**src/rtl/voice_pkg.sv**
```systemverilog
// rtl/voice_pkg.sv - shared types and constants for the voice allocator
package voice_pkg;

    typedef enum logic [1:0] {
        IDLE   = 2'd0,
        LOOKUP = 2'd1,
        COMMIT = 2'd2
    } state_t;

    typedef logic [1:0] wave_t;

    // Encodings shared with get_waveform in the mixer
    localparam wave_t WAVE_SQUARE   = 2'd0;
    localparam wave_t WAVE_SAW      = 2'd1;
    localparam wave_t WAVE_TRIANGLE = 2'd2;
    localparam wave_t WAVE_SINE     = 2'd3;

    localparam int PITCH_ZERO = 0;

endpackage

```
**src/rtl/voice_allocator_if.sv**
```systemverilog
// rtl/voice_allocator_if.sv - note-event handshake between event sources and the voice allocator
interface voice_allocator_if #(
    parameter int PITCH_W = 12
) ();
    import voice_pkg::*;

    logic               ev_valid;
    logic               ev_ready;
    logic               ev_on;
    logic [PITCH_W-1:0] ev_pitch;
    wave_t              ev_wave;

    modport master (output ev_valid, ev_on, ev_pitch, ev_wave, input ev_ready);
    modport slave  (input ev_valid, ev_on, ev_pitch, ev_wave, output ev_ready);

endinterface

```
**src/rtl/voice_oldest_finder.sv**
```systemverilog
// rtl/voice_oldest_finder.sv - max-age search over all channels, lowest index wins ties
module voice_oldest_finder #(
    parameter int NUM_CHANNELS = 25,
    parameter int AGE_W        = 8
) (
    input  logic [NUM_CHANNELS-1:0][AGE_W-1:0]   i_ages,
    output logic [$clog2(NUM_CHANNELS)-1:0]      o_idx
);
    localparam int IDX_W = $clog2(NUM_CHANNELS);

    logic [AGE_W-1:0] w_best;

    // Strict greater-than keeps the earlier index on equal ages
    always_comb begin
        w_best = i_ages[0];
        o_idx  = '0;
        for (int i = 1; i < NUM_CHANNELS; i++) begin
            if (i_ages[i] > w_best) begin
                w_best = i_ages[i];
                o_idx  = IDX_W'(i);
            end
        end
    end

endmodule

```
**src/rtl/voice_allocator.sv**
```systemverilog
// rtl/voice_allocator.sv - voice scheduler mapping note events onto mixer channels (VOICE_STEAL_EN: steal oldest voice when full)
module voice_allocator
    import voice_pkg::*;
#(
    parameter int NUM_CHANNELS = 25,
    parameter int PITCH_W      = 12,
    parameter int AGE_W        = 8
) (
    input  logic                               clk,
    input  logic                               rst,
    voice_allocator_if.slave                   ev,
    input  logic                               all_off,
    output logic [NUM_CHANNELS-1:0]            channel_ena,
    output logic [NUM_CHANNELS*PITCH_W-1:0]    pitches,
    output logic [NUM_CHANNELS*2-1:0]          waveforms,
    output logic [$clog2(NUM_CHANNELS+1)-1:0]  active_count,
    output logic                               overflow
);
    localparam int IDX_W = $clog2(NUM_CHANNELS);
    localparam int CNT_W = $clog2(NUM_CHANNELS + 1);

    state_t                               r_state, w_state_next;
    logic                                 w_ev_ready;
    logic                                 r_ev_on;
    logic [PITCH_W-1:0]                   r_ev_pitch;
    wave_t                                r_ev_wave;
    logic [NUM_CHANNELS-1:0]              r_match, w_match;
    logic [IDX_W-1:0]                     r_free_idx, w_free_idx, w_match_idx;
    logic                                 r_none_free, w_none_free, w_any_match;
    logic [NUM_CHANNELS-1:0]              r_ena;
    logic [NUM_CHANNELS-1:0][PITCH_W-1:0] r_pitch;
    logic [NUM_CHANNELS-1:0][1:0]         r_wave;
    logic [NUM_CHANNELS-1:0][AGE_W-1:0]   r_age, w_aged;
    logic [CNT_W-1:0]                     r_count, w_popcount;
    logic                                 r_overflow;

`ifdef VOICE_STEAL_EN
    logic [IDX_W-1:0] r_old_idx, w_old_idx;

    voice_oldest_finder #(
        .NUM_CHANNELS (NUM_CHANNELS),
        .AGE_W        (AGE_W)
    ) u_oldest (
        .i_ages (r_age),
        .o_idx  (w_old_idx)
    );
`endif

    always_ff @(posedge clk or negedge rst) begin
        if (!rst) r_state <= IDLE;
        else      r_state <= w_state_next;
    end

    always_comb begin
        w_state_next = r_state;
        w_ev_ready   = 1'b0;
        case (r_state)
            IDLE: begin
                w_ev_ready = 1'b1;
                if (ev.ev_valid) w_state_next = LOOKUP;
            end
            LOOKUP:  w_state_next = COMMIT;
            COMMIT:  w_state_next = IDLE;
            default: w_state_next = IDLE;
        endcase
        if (all_off) w_state_next = IDLE;
    end

    always_comb begin
        w_free_idx  = '0;
        w_none_free = 1'b1;
        for (int i = 0; i < NUM_CHANNELS; i++)
            w_match[i] = r_ena[i] && (r_pitch[i] == r_ev_pitch);
        for (int i = NUM_CHANNELS - 1; i >= 0; i--) begin
            if (!r_ena[i]) begin
                w_free_idx  = IDX_W'(i);
                w_none_free = 1'b0;
            end
        end
    end

    // Retriggering keeps pitches unique, so the match vector is at most one-hot
    always_comb begin
        w_match_idx = '0;
        w_any_match = |r_match;
        for (int i = NUM_CHANNELS - 1; i >= 0; i--)
            if (r_match[i]) w_match_idx = IDX_W'(i);
    end

    always_comb begin
        w_popcount = '0;
        for (int i = 0; i < NUM_CHANNELS; i++) begin
            w_popcount = w_popcount + CNT_W'(r_ena[i]);
            w_aged[i]  = (r_ena[i] && (r_age[i] != '1)) ? r_age[i] + 1'b1 : r_age[i];
        end
    end

    always_ff @(posedge clk or negedge rst) begin
        if (!rst) begin
            r_ev_on     <= 1'b0;
            r_ev_pitch  <= '0;
            r_ev_wave   <= WAVE_SQUARE;
            r_match     <= '0;
            r_free_idx  <= '0;
            r_none_free <= 1'b0;
            r_ena       <= '0;
            r_pitch     <= '0;
            r_wave      <= '0;
            r_age       <= '0;
            r_count     <= '0;
            r_overflow  <= 1'b0;
`ifdef VOICE_STEAL_EN
            r_old_idx   <= '0;
`endif
        end else begin
            r_count    <= w_popcount;
            r_overflow <= 1'b0;
            if (all_off) begin
                r_ena <= '0;
                r_age <= '0;
            end else begin
                case (r_state)
                    IDLE: begin
                        if (ev.ev_valid) begin
                            r_ev_on    <= ev.ev_on;
                            r_ev_pitch <= ev.ev_pitch;
                            r_ev_wave  <= ev.ev_wave;
                        end
                    end
                    LOOKUP: begin
                        r_match     <= w_match;
                        r_free_idx  <= w_free_idx;
                        r_none_free <= w_none_free;
`ifdef VOICE_STEAL_EN
                        r_old_idx   <= w_old_idx;
`endif
                    end
                    COMMIT: begin
                        if (r_ev_on && (r_ev_pitch != PITCH_W'(PITCH_ZERO))) begin
                            if (w_any_match) begin
                                r_age                <= w_aged;
                                r_age[w_match_idx]   <= '0;
                                r_wave[w_match_idx]  <= r_ev_wave;
                            end else if (!r_none_free) begin
                                r_age                <= w_aged;
                                r_ena[r_free_idx]    <= 1'b1;
                                r_pitch[r_free_idx]  <= r_ev_pitch;
                                r_wave[r_free_idx]   <= r_ev_wave;
                                r_age[r_free_idx]    <= '0;
                            end else begin
                                r_overflow <= 1'b1;
`ifdef VOICE_STEAL_EN
                                r_age               <= w_aged;
                                r_pitch[r_old_idx]  <= r_ev_pitch;
                                r_wave[r_old_idx]   <= r_ev_wave;
                                r_age[r_old_idx]    <= '0;
`endif
                            end
                        end else if (!r_ev_on && w_any_match) begin
                            r_ena[w_match_idx] <= 1'b0;
                            r_age[w_match_idx] <= '0;
                        end
                    end
                    default: ;
                endcase
            end
        end
    end

    assign ev.ev_ready   = w_ev_ready;
    assign channel_ena   = r_ena;
    assign pitches       = r_pitch;
    assign waveforms     = r_wave;
    assign active_count  = r_count;
    assign overflow      = r_overflow;

endmodule

```
**src/flat_wrapper.sv**
```systemverilog
// flat-port wrapper written by rule: the top's interface ports become plain ports
module voice_allocator_flat import voice_pkg::*;
#(
    parameter int NUM_CHANNELS = 25,
    parameter int PITCH_W      = 12,
    parameter int AGE_W        = 8
)
  (clk, rst, all_off, channel_ena, pitches, waveforms, active_count, overflow, ev_ev_valid, ev_ev_on, ev_ev_pitch, ev_ev_wave, ev_ev_ready);
  voice_allocator_if #(.PITCH_W(PITCH_W)) ev_i ();
  input  logic clk;
  input  logic rst;
  input  logic all_off;
  output logic [NUM_CHANNELS-1:0] channel_ena;
  output logic [NUM_CHANNELS*PITCH_W-1:0] pitches;
  output logic [NUM_CHANNELS*2-1:0] waveforms;
  output logic [$clog2(NUM_CHANNELS+1)-1:0] active_count;
  output logic overflow;
  input wire logic [$bits(ev_i.ev_valid)-1:0] ev_ev_valid;
  input wire logic [$bits(ev_i.ev_on)-1:0] ev_ev_on;
  input wire logic [$bits(ev_i.ev_pitch)-1:0] ev_ev_pitch;
  input wire logic [$bits(ev_i.ev_wave)-1:0] ev_ev_wave;
  output wire logic [$bits(ev_i.ev_ready)-1:0] ev_ev_ready;
  assign ev_i.ev_valid = ev_ev_valid;
  assign ev_i.ev_on = ev_ev_on;
  assign ev_i.ev_pitch = ev_ev_pitch;
  assign ev_i.ev_wave = ev_ev_wave;
  assign ev_ev_ready = ev_i.ev_ready;
  voice_allocator #(.NUM_CHANNELS(NUM_CHANNELS), .PITCH_W(PITCH_W), .AGE_W(AGE_W)) u_core (.clk(clk), .rst(rst), .ev(ev_i), .all_off(all_off), .channel_ena(channel_ena), .pitches(pitches), .waveforms(waveforms), .active_count(active_count), .overflow(overflow));
endmodule
```
**config.mk**
```make
export PLATFORM = sky130hd
export DESIGN_NAME = voice_allocator_flat
export DESIGN_NICKNAME = d
export VERILOG_FILES = /design/src/rtl/voice_pkg.sv /design/src/rtl/voice_allocator_if.sv /design/src/rtl/voice_oldest_finder.sv /design/src/rtl/voice_allocator.sv /design/src/flat_wrapper.sv
export SDC_FILE = /design/constraint.sdc
export NUM_CORES = 1
export LEC_CHECK = 0
export CAP_MARGIN = 20
export CELL_PAD_IN_SITES_DETAIL_PLACEMENT = 1
export CELL_PAD_IN_SITES_GLOBAL_PLACEMENT = 2
export CORE_MARGIN = 5
export CORE_UTILIZATION = 35
export DETAILED_ROUTE_END_ITERATION = 10
export GPL_ROUTABILITY_DRIVEN = 0
export PLACE_DENSITY = 0.91
export SLEW_MARGIN = 20
export SYNTH_ARGS = -nofsm -noshare
export SYNTH_HDL_FRONTEND = slang
export SYNTH_HIERARCHICAL = 1
export SYNTH_SLANG_ARGS = --single-unit
```
**constraint.sdc**
```tcl
create_clock -name clk -period 12 [get_ports clk]
set_input_delay 2.4 -clock clk [delete_from_list [all_inputs] [get_ports clk]]
set_output_delay 2.4 -clock clk [all_outputs]
set_load 0.03 [all_outputs]
```
# Yosys cells after proc, flatten, opt, wreduce, memory -nomap -nowiden
# Cells that the tools add are included.
dict set report totals {
  output_inout_bits 382
  latchBits 0
  memories 0
  input_bits 19
  ff_bits 429
  romBits 0
  mem_bits_rw 0
}
dict set report op_classes {
  n_mul 0
  n_bitwise 6
  div 0
  mux 105
  n_eq_ne 31
  shift 0
  order_cmp 4
  reduce_logical 40
  n_addsub 24
}
# cell n
set ops {}
lappend ops {{$bwmux 300} 1}
lappend ops {{$eq 12x12->1} 25}
lappend ops {{$mux 5} 50}
lappend ops {{$mux 25} 6}
lappend ops {{$add 5x1->5} 23}
lappend ops {{$bwmux 50} 2}
lappend ops {{$mux 50} 2}
lappend ops {{$demux 12 s5} 1}
lappend ops {{$mux 1} 33}
lappend ops {{$logic_and 1x1->1} 29}
lappend ops {{$and 25x25->25} 1}
lappend ops {{$not 25->25} 1}
lappend ops {{$or 25x25->25} 1}
lappend ops {{$reduce_or 25->1} 1}
lappend ops {{$demux 2 s5} 2}
lappend ops {{$lt 5x6->1 const B} 2}
lappend ops {{$mux 12} 1}
lappend ops {{$reduce_bool 12->1} 1}
lappend ops {{$demux 1 s5} 2}
lappend ops {{$ge 5x1->1 const B} 2}
lappend ops {{$ne 3x3->1 const B} 3}
lappend ops {{$mux 2} 4}
lappend ops {{$reduce_and 4->1} 2}
lappend ops {{$reduce_and 5->1} 1}
lappend ops {{12 further kinds} 14}

# Logic depth before layout (Yosys ltp)
# Gate-level depths: netlist of run 1.
dict set report depth {
  word_depth 35
  ltp_mapped 13
  ltp_nobuf 13
}

# Worst setup path before layout of run 1
# No wires, ideal clock.
dict set report synth_timing {
  kind {input -> register}
  startpoint {in all_off}
  endpoint {reg u_core.r_pitch, in the netlist u_core/pitches[170]}
  setup_ps 125
  path_buffers 2
  t_required_ps 11875
  path_stages 8
  arrival_ps 4612
  path_slack_ps 7263
  cell_sequence {or4bb_1 > a31oi_2 > nand3_2 > or3_4 > buf_6 > nor2_4 > buf_6 > mux2_2}
}
dict set report synth_via {
  elab_chain_cells 2
}
# element line_no
set synth_lines {}
lappend synth_lines {{from (decl)} flat_wrapper.sv:12} ;# input logic all_off;
lappend synth_lines {{$not 1->1 (no line)} n/a}
lappend synth_lines {{$reduce_and 5->1 (no line)} n/a}
lappend synth_lines {{to (signal, indexed assignment)} voice_allocator.sv:147} ;# r_pitch[r_free_idx] <= r_ev_pitch;
lappend synth_lines {{to (decl)} voice_allocator.sv:31} ;# logic [NUM_CHANNELS-1:0][PITCH_W-1:0] r_pitch;
# Every way passes these cells.
# A chain may end at the register's enable or synchronous reset.

# Final worst setup path of run 1
dict set report layout_timing {
  startpoint {in all_off}
  endpoint {reg u_core.r_pitch, in the netlist u_core/pitches[25]}
}
# Same word-level chain as after synthesis.

==> flow_summary.yaml, run 1 <==
logic_synthesis:
  synth_seq_cells: 429
  yosysMostFrequentCell: "dfrtp_1"
  synth-edff-count: 0
  synth_cells: 1742
  ys.flop_type: "dfrtp_1"
  ys_seq_area_share_pct: 50.3
  syn_area_um2: 21300
  syn-num-nets: 1784
  synth_warnings: 6
  yosysUniqueCellTypes: 62
  synth_async_sr_flop_share_pct: 100
  synthTopCellsByArea: "dfrtp_1 50%, mux2_2 18%, xor2_1 7.2%, xnor2_1 5.2%, nor4_1 1.9%"
  ys_top_cells_by_count: "429 x dfrtp_1, 345 x mux2_2, 176 x xor2_1"
  yosysTopAreaCellShare_pct: 50.3
  yosysTopAreaCell: "dfrtp_1"
  avgSynthCellArea_um2: 12.2
power_and_ir_drop:
  static-leakage-power_nw: 12.5
  p_sw_mw: 1.04
  power_frac_clock_pct: 42.4
  swShare_pct: 28.8
  peakVddDrop_v: 0.000115
  pwr-share-comb_pct: 15.1
  power_density_nw_per_um2: 130
  seqPwrFrac_pct: 42.5
  p_int_mw: 2.57
cts:
  cts_tree: "yes"
  path_clk_slew_ns: 0.06
  clock_sinks: 429
  cts_max_level: 2
  ctsLongestPathBuffers: 3
  root_buffer: "clkbuf_16"
  cts_hold_buf: 0
  clock_latency_ns: 0.60
  cts_setup_buffers: 0
  post_cts_resized: 0
  cts_made_buffers: 49
critical_path:
  path_buf_inv: 1
  r2r_slack_ns: 7.23
  worst_r2r_path_depth: 11
  crit_chain: "clkdlybuf4s50_1 > or4bb_1 > a31oi_2 > nand3_2 > or3_4 > nor2_1 > mux2_2"
  r2r_end: "u_core/active_count[4]"
  cp.depth: 7
  crit_path_max_fanout: 12
  endpoint_kind: "register"
  path_delay_family: "simple AND/OR/NAND/NOR gates"
  slowest_delay_ns: 0.80
  slowest_stage: "nor2_1"
  arrival_ns: 6.25
  crit_required_ns: 12.48
  r2r-start: "u_core/channel_ena[9]"
  crit_end: "u_core/pitches[25]"
  cp-startpoint: "all_off"
  start_kind: "primary input"
  crit_type: "primary input to register"
drt:
  drt-initial-drc-count: 966
  antenna_left: 0
  routed_wl_mm: 79.2
  routed_via_density: 5.41
  drc_errors: 0
  vias: 15800
  drt_pass1_iterations: 5
  wl_per_cell_um: 27.1
final_layout:
  fin_util_pct: 45.9
  regArea_um2: 10800
  drive_gt1_share_pct: 23.0
  fin_nets: 2140
  area.growth.synth_to_final_pct: 29.9
  final_cells: 2918
  fillerInstances: 6251
  multi_input_area_um2: 9900
timing:
  report.final.hold_viol_count: 0
  setup_viol: 0
  fin_worst_skew_ns: 0.0246
  maxSlewHeadroom_pct: 33.3
  drv_slew: 0
  period_share_pct: 48.1
  finalSetupTns_ns: 0
  fin_hold_ws_ns: 0.504
  fmax_mhz: 173
  rsz0062_at_grt: "false"
  period_minus_slack_ns: 5.77
  tightest_slew_ns: 0.997
floorplanning:
  dieHeight_um: 257
  start_util_pct: 35.3
  io_pins: 401
  core_area_um2: 60400
  die_w_um: 257
  num_rows: 90
  die-area_um2: 66000
job:
  maxCapViolCount: 0
global_route:
  grt-ovfl-total: 0
  grt_pass1_wl_mm: 118
  grt_pass1_vias: 17200
  grt_start_max_net_pins: 117
  antenna_found_initial: 2
  grt_usage_pct: 23.3
place:
  dp_hpwl_mm: 57.3
  portBuffers: 400
  dp.cells: 2828
status:
  status: "complete, no violations"
hold_path:
  hp-class: "register to register"
metrics by stage:
stage          setup slack [ns]  total power, mW  area, um^2
3_3_place_gp               5.89             2.08       26000
3_5_place_dp               5.74             2.10       26000
5_1_grt                    6.10             3.75       27700
6_report                   6.23             3.61       27700
2_1_floorplan              7.26             1.89       21300
4_1_cts                    6.36             3.65       27700
state kept, by name, summed over array words and instances (netlist names):
name / count
u_core/r_free_idx: 5
u_core/pitches: 300
u_core/r_match: 25
u_core/active_count: 5
u_core/channel_ena: 25
u_core/r_state: 2
u_core/r_ev_on: 1
u_core/overflow: 1
u_core/r_none_free: 1
u_core/r_ev_pitch: 12
u_core/waveforms: 50
u_core/r_ev_wave: 2
cell families (layout without fill, tap and decap cells):
| logic type | after synthesis | after routing | synth area share [%] |
|---|---|---|---|
| buffers and inverters | 170 | 563 | 3.38 |
| AO/OA/AOI/OAI | 150 | 150 | 4.66 |
| XOR/XNOR | 302 | 302 | 12.4 |
| adder cells (fa/ha/maj) | 23 | 23 | 1.98 |
| multiplexers | 365 | 365 | 19.4 |
| AND/OR/NAND/NOR | 303 | 303 | 7.82 |
| other | 0 | 1 | 0 |
| flip-flops | 429 | 429 | 50.3 |
worst reg2reg max path: cells and delay by family, from the launching register on:
family / cells / cell delay [ns]
adder cells (fa/ha/maj): 7 / 3.35
AO/OA/AOI/OAI: 2 / 0.37
flip-flops: 1 / 0.66
buffers and inverters: 2 / 0.28
routing by layer:
metal | vias to the layer above | wire, um | track usage [%]
li1 | 6866 | - | -
met1 | 8223 | 32700 | 29.5
met2 | 550 | 37900 | 38.9
met3 | 136 | 5630 | 6.36
met4 | 2 | 2850 | 7.74
met5 | - | 13 | 0
power by group through the flow:
stage          sequential [mW]  clock (mW)  combinational (mW)
2_1_floorplan             1.55           0               0.333
3_3_place_gp              1.56           0               0.524
3_5_place_dp              1.56           0               0.541
4_1_cts                   1.54        1.57               0.547
5_1_grt                   1.54        1.63               0.580
6_report                  1.54        1.53               0.544
cell type report:
cell class	count	share of cell area [%]
Multi-Input combinational cell	1143	35.7
Antenna cell	1	0.00903
Tap cell	782	3.53
Timing Repair Buffer	432	15.4
Inverter	43	0.583
Sequential cell	429	38.8
Clock buffer	77	5.31
Clock inverter	11	0.632
worst min path at each step:
stage / from / to / slack [ns] / cells after the start
final: u_core/waveforms[44] / u_core/waveforms[44] / 0.50 / 1
after global routing: u_core/waveforms[44] / u_core/waveforms[44] / 0.52 / 1
after CTS: u_core/waveforms[44] / u_core/waveforms[44] / 0.51 / 1
after detailed placement: u_core/waveforms[44] / u_core/waveforms[44] / 0.49 / 1
after global placement: u_core/waveforms[20] / u_core/waveforms[20] / 0.49 / 1
after floorplan: u_core/r_match[24] / u_core/r_match[24] / 0.49 / 2
placed cells by master (no fill, tap or decap), drive strengths merged, types with 6 or more instances in the layout:
master,synthesis,layout
xor2,176,176
mux2,365,365
o311ai,17,17
nor2,49,49
or4,9,9
a31oi,9,9
nand2,66,66
clkbuf,77,77
dfrtp,429,429
fa,18,18
buf,50,33
inv,43,44
clkdlybuf4s50,0,399
a221oi,6,6
o21ai,60,60
o211ai,8,8
nor3,12,12
o31ai,9,9
nand3,15,15
nand4,60,60
nor4,65,65
a211oi,6,6
a21oi,13,13
xnor2,126,126
Power figures use the tool's default switching activity.
==> run 2, diff against run 1 <==
==> constraint.sdc (replaced) <==
create_clock -name clk -period 5.6 [get_ports clk]
set_input_delay 1.12 -clock clk [delete_from_list [all_inputs] [get_ports clk]]
set_output_delay 1.12 -clock clk [all_outputs]
set_load 0.03 [all_outputs]
==> flow_summary.yaml, run 2 (synthesis gave the netlist of run 1 again) <==
global_route:
  antenna_found_initial: 5
  grt_pass1_wl_mm: 119
  grt_usage_pct: 23.7
  grt-ovfl-total: 0
  grt_pass1_vias: 17500
  grt_start_max_net_pins: 117
drt:
  routed_wl_mm: 80.1
  drt_pass1_iterations: 5
  vias: 15800
  routed_via_density: 5.39
  antenna_left: 0
  drc_errors: 0
  drt-initial-drc-count: 862
  wl_per_cell_um: 27.3
critical_path:
  worst_r2r_path_depth: 11
  path_delay_family: "adder cells"
  r2r_slack_ns: 0.85
  r2r-start: "u_core/channel_ena[9]"
  r2r_end: "u_core/active_count[4]"
  crit_required_ns: 6.07
  worst_path_most_repeated_cell: "fa_1"
  arrival_ns: 5.22
  crit_path_max_fanout: 5
  slowest_stage: "dfrtp_1"
  start_kind: "register"
  path_buf_inv: 2
  slowest_delay_ns: 0.67
  crit_chain: "inv_1 > fa_1 > fa_1 > fa_1 > fa_1 > fa_1 > inv_1 > fa_1 > fa_1 > a21o_1 > a21o_1"
  endpoint_kind: "register"
  crit_type: "register to register"
cts:
  ctsLongestPathBuffers: 3
  cts_tree: "yes"
  cts_setup_buffers: 0
  clock_latency_ns: 0.59
  post_cts_resized: 0
  clock_sinks: 429
  cts_max_level: 2
  cts_made_buffers: 49
  root_buffer: "clkbuf_16"
  path_clk_slew_ns: 0.07
  cts_hold_buf: 0
final_layout:
  area.growth.synth_to_final_pct: 30.2
  multi_input_area_um2: 9890
  regArea_um2: 10800
  final_cells: 2933
  final_common_cell: "dfrtp_1"
  largest_reg_flops: 300
  fin_area_um2: 27800
  fillerInstances: 6302
  most-common-layout-cells: "417 x dfrtp_1, 399 x clkdlybuf4s50_1, 345 x mux2_2"
  fin_nets: 2151
  drive_gt1_share_pct: 23.4
timing:
  finalSetupTns_ns: 0
  fin_worst_skew_ns: 0.0185
  maxSlewHeadroom_pct: 24.3
  rsz0062_at_grt: "false"
  setup_viol: 0
  fmax_mhz: 210
  period_share_pct: 84.8
  period_minus_slack_ns: 4.75
  fin_hold_ws_ns: 0.511
  drv_slew: 0
  report.final.hold_viol_count: 0
  tightest_slew_ns: 1.12
power_and_ir_drop:
  power_density_nw_per_um2: 277
  static-leakage-power_nw: 12.5
  peakVddDrop_v: 0.000296
  fin_total_pwr_mw: 7.69
hold_path:
  worstHoldEndpoint: "u_core/waveforms[47]"
  hp-start: "u_core/waveforms[47]"
  hp-class: "register to register"
  holdPathStages: 1
place:
  placed_area_um2: 26100
  dp_hpwl_mm: 57.1
  dp.cells: 2840
  portBuffers: 400
floorplanning:
  start_util_pct: 35.3
  num_rows: 90
  io_pins: 401
  core_area_um2: 60400
  die_w_um: 257
  die-area_um2: 66000
  dieHeight_um: 257
job:
  maxCapViolCount: 0
status:
  status: "complete, no violations"
## run 2: cell types whose count changed in the layout (fill, tap and decap cells not counted), sizes merged
cell	delta
buf	+11
clkinv	+7
clkbuf	-4
diode	+3
clkinvlp	-1
inv	-1
## run 2: worst max path at each step
stage                            from                      to  slack (ns)  depth (start not counted)
2_1_floorplan  u_core/channel_ena[17]  u_core/active_count[4]        1.15                         13
3_3_place_gp                  all_off    u_core/waveforms[31]        0.87                          7
3_5_place_dp                  all_off    u_core/waveforms[30]        0.73                          7
4_1_cts         u_core/channel_ena[9]  u_core/active_count[4]        0.93                         11
5_1_grt         u_core/channel_ena[9]  u_core/active_count[4]        0.78                         11
6_report        u_core/channel_ena[9]  u_core/active_count[4]        0.85                         11
## run 2: final cells by class
class                      count  share of cell area [%]
sequential                   429                    38.7
antenna                        4                  0.0360
clock inverter                16                   0.635
inverter                      43                   0.581
clock buffer                  73                    5.18
timing repair buffer         443                    15.7
multi-input combinational   1143                    35.6
tap                          782                    3.52
## run 2: report_power, final
part | internal, mW | switching [mW]
combinational | 0.402 | 0.772
clock | 1.91 | 1.33
sequential | 3.16 | 0.118
total | 5.48 | 2.21
## run 2: per-layer routing
layer | part of all wire (%) | track usage (%) | wire, um | vias up
li1 | - | - | - | 6873
met1 | 40 | 29.2 | 32200 | 8162
met2 | 47 | 38.9 | 37900 | 593
met3 | 8.5 | 8.17 | 6780 | 176
met4 | 4.0 | 8.16 | 3240 | 0
met5 | 0 | 0 | 0 | -
## run 2: per-stage QoR
step	utilization, %	setup WS (ns)
3_3_place_gp	43.3	0.870
3_5_place_dp	43.3	0.729
4_1_cts	46.0	0.934
5_1_grt	46.0	0.778
2_1_floorplan	-	1.15
6_report	46.0	0.849
